==> src/rtl/dff_pipe.sv <==
// Elastic register pipeline: DEPTH stages of WIDTH-bit words with valid/ready at both ends.
// Each stage keeps its own valid bit so bubbles collapse under back-pressure; also flush and occupancy.
module dff_pipe #(
    parameter int               WIDTH     = 8,
    parameter int               DEPTH     = 4,
    parameter logic [WIDTH-1:0] RESET_VAL = '0
) (
    input  logic                         clk,
    input  logic                         rst,
    input  logic [WIDTH-1:0]             din,
    input  logic                         din_valid,
    output logic                         din_ready,
    output logic [WIDTH-1:0]             dout,
    output logic                         dout_valid,
    input  logic                         dout_ready,
    input  logic                         flush,
    output logic [$clog2(DEPTH+1)-1:0]   occupancy
);
    localparam int               OCC_W    = $clog2(DEPTH + 1);
    localparam logic [DEPTH-1:0] ALL_ONES = '1;

    if (DEPTH < 1) begin : g_depth_check
        $error("dff_pipe: DEPTH must be at least 1");
    end

    logic [DEPTH-1:0] r_v;
    logic [WIDTH-1:0] r_d [DEPTH];
    logic [OCC_W-1:0] r_occ;

    logic [DEPTH-1:0] w_acc;
    logic [DEPTH-1:0] w_in_v;
    logic [WIDTH-1:0] w_in_d [DEPTH];
    logic             w_in_xfer;
    logic             w_out_xfer;

    function automatic logic [OCC_W-1:0] f_occ_next(input logic [OCC_W-1:0] occ,
                                                    input logic inc,
                                                    input logic dec);
        return occ + OCC_W'(inc) - OCC_W'(dec);
    endfunction

    // Stage i can advance when dout_ready is high or any stage from i downstream is empty;
    // computed flat from r_v so there is no bit-to-bit combinational chain on one vector.
    always_comb begin
        w_acc  = '0;
        w_in_v = '0;
        w_in_d = '{default: '0};
        for (int i = 0; i < DEPTH; i++) begin
            w_acc[i] = dout_ready | ~&(r_v | ~(ALL_ONES << i));
        end
        w_in_v[0] = din_valid;
        w_in_d[0] = din;
        for (int i = 1; i < DEPTH; i++) begin
            w_in_v[i] = r_v[i-1];
            w_in_d[i] = r_d[i-1];
        end
    end

    assign din_ready  = w_acc[0] & ~flush & ~rst;
    assign dout_valid = r_v[DEPTH-1] & ~flush & ~rst;
    assign dout       = r_d[DEPTH-1];
    assign occupancy  = r_occ;
    assign w_in_xfer  = din_valid & din_ready;
    assign w_out_xfer = dout_valid & dout_ready;

    // Stage registers: data only moves when a valid word enters, so empty slots keep stale data.
    always_ff @(posedge clk) begin
        if (rst) begin
            r_v   <= '0;
            r_occ <= '0;
            for (int i = 0; i < DEPTH; i++) begin
                r_d[i] <= RESET_VAL;
            end
        end else if (flush) begin
            r_v   <= '0;
            r_occ <= '0;
        end else begin
            for (int i = 0; i < DEPTH; i++) begin
                if (w_acc[i]) begin
                    r_v[i] <= w_in_v[i];
                    if (w_in_v[i]) begin
                        r_d[i] <= w_in_d[i];
                    end
                end
            end
            r_occ <= f_occ_next(r_occ, w_in_xfer, w_out_xfer);
        end
    end

endmodule

==> config.mk <==
export PLATFORM = sky130hd
export DESIGN_NAME = dff_pipe
export DESIGN_NICKNAME = d
export VERILOG_FILES = /design/src/rtl/dff_pipe.sv
export SDC_FILE = /design/constraint.sdc
export NUM_CORES = 1
export LEC_CHECK = 0
export ABC_AREA = 1
export CORE_MARGIN = 2
export CORE_UTILIZATION = 25
export CTS_CLUSTER_DIAMETER = 50
export CTS_CLUSTER_SIZE = 24
export DETAILED_ROUTE_END_ITERATION = 10
export PLACE_DENSITY = 0.5
export SLEW_MARGIN = 20
export SYNTH_ARGS = -nofsm -noshare
export SYNTH_HDL_FRONTEND = slang
export SYNTH_SLANG_ARGS = --single-unit
==> constraint.sdc <==
create_clock -name clk -period 3.75 [get_ports clk]
set_input_delay 0.5625 -clock clk [delete_from_list [all_inputs] [get_ports clk]]
set_output_delay 0.5625 -clock clk [all_outputs]
set_load 0.02 [all_outputs]
* Yosys cells after proc, flatten, opt, wreduce, memory -nomap -nowiden
Memory sizes are Yosys's and may differ from the RTL's. Cells that the tools add are included.
Word-level totals: register bits 7, RAM bits 32, input bits 13, output and inout bits 13, logic and storage cells 58, memories kept 1
Memory list:
- r_d | words 4, width 8, read ports 4, clocked after Yosys merged registers in 0, write ports 4, line 27 | logic [WIDTH-1:0] r_d [DEPTH];
Cells by class: add/subtract/negate cells 2, multiplexer cells 26, bitwise gates (word level) 16, reductions and logical operators 8
Operators with widths (number):
- $mux 8 | 4
- $mux 1 | 22
- $or 1x1->1 | 8
- $and 1x1->1 | 6
- $logic_not 1->1 | 4
- $reduce_and 4->1 | 1
- $add 3x1->3 | 1
- $reduce_and 3->1 | 1
- $sub 3x1->3 | 1
- $not 1->1 | 2
- $reduce_and 2->1 | 1
- $reduce_or 2->1 | 1

* Longest topological paths before layout
word-level depth 8, mapped depth 12, mapped depth without buffers 12

* Least setup slack after synthesis
Ideal clock, no wire load.
path type input to register, start point in flush, end point reg r_occ[2] (netlist: occupancy[2]), library setup time 0.115 ns, data arrival time 1.946 ns, data required time 3.635 ns, slack 1.689 ns, stages on the path 10, cell sequence nor2_4 inv_2 nor3_1 ha_1 inv_1 ha_1 inv_1 fa_1 a21oi_1 nor2_1
Between the ends: longest elaborated chain between the ends 6
Ends and longest elaborated chain:
- start, declared | line 16 | input logic flush,
- $not 1->1 | line 59, 60
- $and 1x1->1 (2 in series) | line 59 | assign din_ready = w_acc[0] & ~flush & ~rst;
- $and 1x1->1 | line 63 | assign w_in_xfer = din_valid & din_ready;
- $add 3x1->3 | line 39 | return occ + OCC_W'(inc) - OCC_W'(dec);
- $sub 3x1->3 | line 39
- end signal, assigned | line 86 | r_occ <= f_occ_next(r_occ, w_in_xfer, w_out_xfer);
- end, declared | line 28 | logic [OCC_W-1:0] r_occ;
Parallel ways exist; a longest one is shown, timed or not. A chain may end at the register's enable or synchronous reset.

* Worst setup path after layout
start point in flush, end point out din_ready
Between the ends: longest elaborated chain between the ends 3
Ends and longest elaborated chain:
- $not 1->1 | line 59
- $and 1x1->1 (2 in series) | line 59
- end, declared | line 12 | output logic din_ready,
No other way between the ends.

==> impl_results.md <==
- Syn. warnings: 0
- Area Overhead vs Synth: 29.6%
- Unrepaired setup endpoints after global routing: false
- Wire per inst: between 8 and 9 µm
- Core footprint: around 0.0063 mm²
- Final setup fails: 0
- CP endpoint kind: output pin
- Full die area: 0.00715 mm²
- WL met3: approximately 110 µm
- Crit. Startpoint: flush
- DR top layer: met4
- Clock tree buffer depth: 2
- Worst setup SP type: input pin
- Crit path DAT: approximately 2100 ps
- # clock sinks: 39
- Num CTS Buffers: 5
- Crit-path max FO: 9
- Largest family of logic cells by synthesized area: simple AND/OR/NAND/NOR gates
- WL met2: roughly 1100 µm
- Std-Cell Rows: 29
- Hold Path Origin: r_v[2]$_SDFFE_PP0N_
- Number of global-route vias before repair: roughly 970
- Drt initial violations: between 50 and 60
- Max Cap Viol: 0
- Final Max Tran Viols: 0
- Post-Synth XOR/XNOR Area: 0
- Boundary Pins: 26
- Tmin final: ~2700 ps
- Final wirelength: between 2000 and 2500 µm
- Syn nets: 170
- Final ANT Viol Nets: 0
- GRT Total Usage: 0.0740
- GRT Residual Overflow: 0
- Nets: just over 200
- Worst Hold Class: reg2reg
- Syn Inst Count: about 150
- Setup Skew: 5.11 ps
- Peak supply drop: roughly 0.18 mV
- Via-to-Cell Ratio: 3.73
- RePlAce Congestion: a little under 0.8
- Slew margin rel.: 0.307
- Hold depth: 2
- Compound-gate portion of the synthesized area: 0.0185
- Post-synthesis sequential area ratio: 0.679
- #FFs+latches synth: 39
- FF-to-FF path depth: 11
- Crit path required time: between 3000 and 4000 ps
- IO Port Bufs: 25
- Drt pass-1 iters: 4
- CTS clk-pin slew, worst paths: ~70 ps
- Setup_tns: 0 ps
- Tcrit/Tclk final: 0.719
- # DRC: 0
- Mapped Area: 0.00162 mm²
- Initial antenna violation count: 0
- HPWL after detailed placement: about 1700 µm
- Initial cell density of the core: 0.257
- Met1 wire length: about 990 µm
- Clock Latency Late Sink: between 200 and 300 ps
- Worst-Margin Slew: a little over 1000 ps
- Ant. Diodes: 0
- Mean Syn Cell Area: 10.5 µm²
- P_leak: 0.851 nW
- Status: finished, final reports clean
- H-tree levels: 2
- CTS Hold Buffers Added: 0
- Critical path class: in2out
- WHS: a little under 500 ps
- Adder-cell share of the synthesized area: 0.0278
- CTS resizes: 0
- Fmax: ~0.37 GHz
- Unique cell type count in the Yosys netlist: 17
- Root Buffer: clkbuf_8
- Via count: about 1000
- First-pass GRT wire length: about 4200 µm
- Fin. Hold Viols: 0
- Post-CTS setup buffer count: 0
- Placed insts: 256
- Layout cells sized above 1: 0.0749
- CTS tree: built
- RR Startpoint: r_v[2]$_SDFFE_PP0N_
- Non-filler cells, final: 264
- Pwr dens: roughly 450 mW/mm²
- Simple-gate portion of the synthesized area: 0.173
- Die width: between 80 and 90 µm
- DIE HEIGHT: 84.5 µm
- Mux share of post-synthesis cell area: 0
- Largest net degree at the start of global routing: 13
[worst max-delay path, cell delays in order]
cell             delay (ps)
clkdlybuf4s50_1         450
nor2_4                  230
inv_2                   120
a21oi_1                 140
clkdlybuf4s50_1         620
[cell type report]
class                   count  area (µm²)
repair buffers             25         250
clock buffers               6        72.6
fillers                   646        4210
flip-flops and latches     39        1100
well taps                  77        96.3
inverters                  44         165
multi-input cells          71         355
clock inverters             2        60.1
[cells in the final DEF, fill, tap and decap left out]
cell type	n
a21oi_1	5
bufinv_16	2
clkbuf_1	1
clkbuf_8	5
clkdlybuf4s50_1	25
dfxtp_1	7
edfxtp_1	32
fa_1	1
ha_1	2
inv_1	43
inv_2	1
nand2_1	11
nand2_2	1
nand3_1	5
nand3_2	1
nand3_4	1
nor2_1	39
nor2_4	2
nor3_1	1
o21ai_0	1
or2_2	1
[synth_stat cells]
cell type,n,share of area
nand3_4,1,0.011
inv_2,1,0.0023
nand3_2,1,0.0062
inv_1,43,0.10
or2_2,1,0.0039
dfxtp_1,7,0.086
a21oi_1,5,0.015
nand2_2,1,0.0039
nor2_4,2,0.014
nor2_1,39,0.090
fa_1,1,0.012
edfxtp_1,32,0.59
o21ai_0,1,0.0031
nand3_1,5,0.015
nor3_1,1,0.0031
nand2_1,11,0.025
ha_1,2,0.015
[flip-flops by register name, summed over array words and instances, names as in the netlist]
register   cells
occupancy      3
r_v            4
r_d           32
[kinds of logic after synthesis]
logic type      Yosys count
fa+ha+maj                 3
buf+inv                  44
compound gates            6
flops                    39
simple gates             62
[metrics by stage]
step                cell area [µm²]  setup slack (ps)  total power (W)  utilization
floorplan                      1620              1690         0.000526            -
global placement               1970              1040         0.000553        0.312
detailed placement             1970               990         0.000554        0.312
CTS                            2100              1030         0.000960        0.333
global route                   2100               979         0.000992        0.333
finish                         2100              1060         0.000950        0.333
[per-layer routing]
layer  GRT usage  vias up
met4      0.0462        0
met1      0.0831      422
met5           0        -
li1            -      534
met2       0.117       25
met3      0.0295        4
[report_power, final]
part	switching (W)	internal [W]	total (W)
Sequential	0.00000468	0.000485	0.000490
Combinational	0.0000294	0.0000238	0.0000533
Clock	0.000142	0.000266	0.000408
Total	0.000176	0.000775	0.000950
[worst paths after layout]
| kind | to | slack, ps |
|---|---|---|
| max | din_ready | 1060 |
| min | r_v[3]$_SDFFE_PP0N_ | 500 |
| max reg2reg | occupancy[2]$_SDFF_PP0_ | 1700 |
| min reg2reg | r_v[3]$_SDFFE_PP0N_ | 500 |
Note: power is estimated with default switching activity, not from simulation.
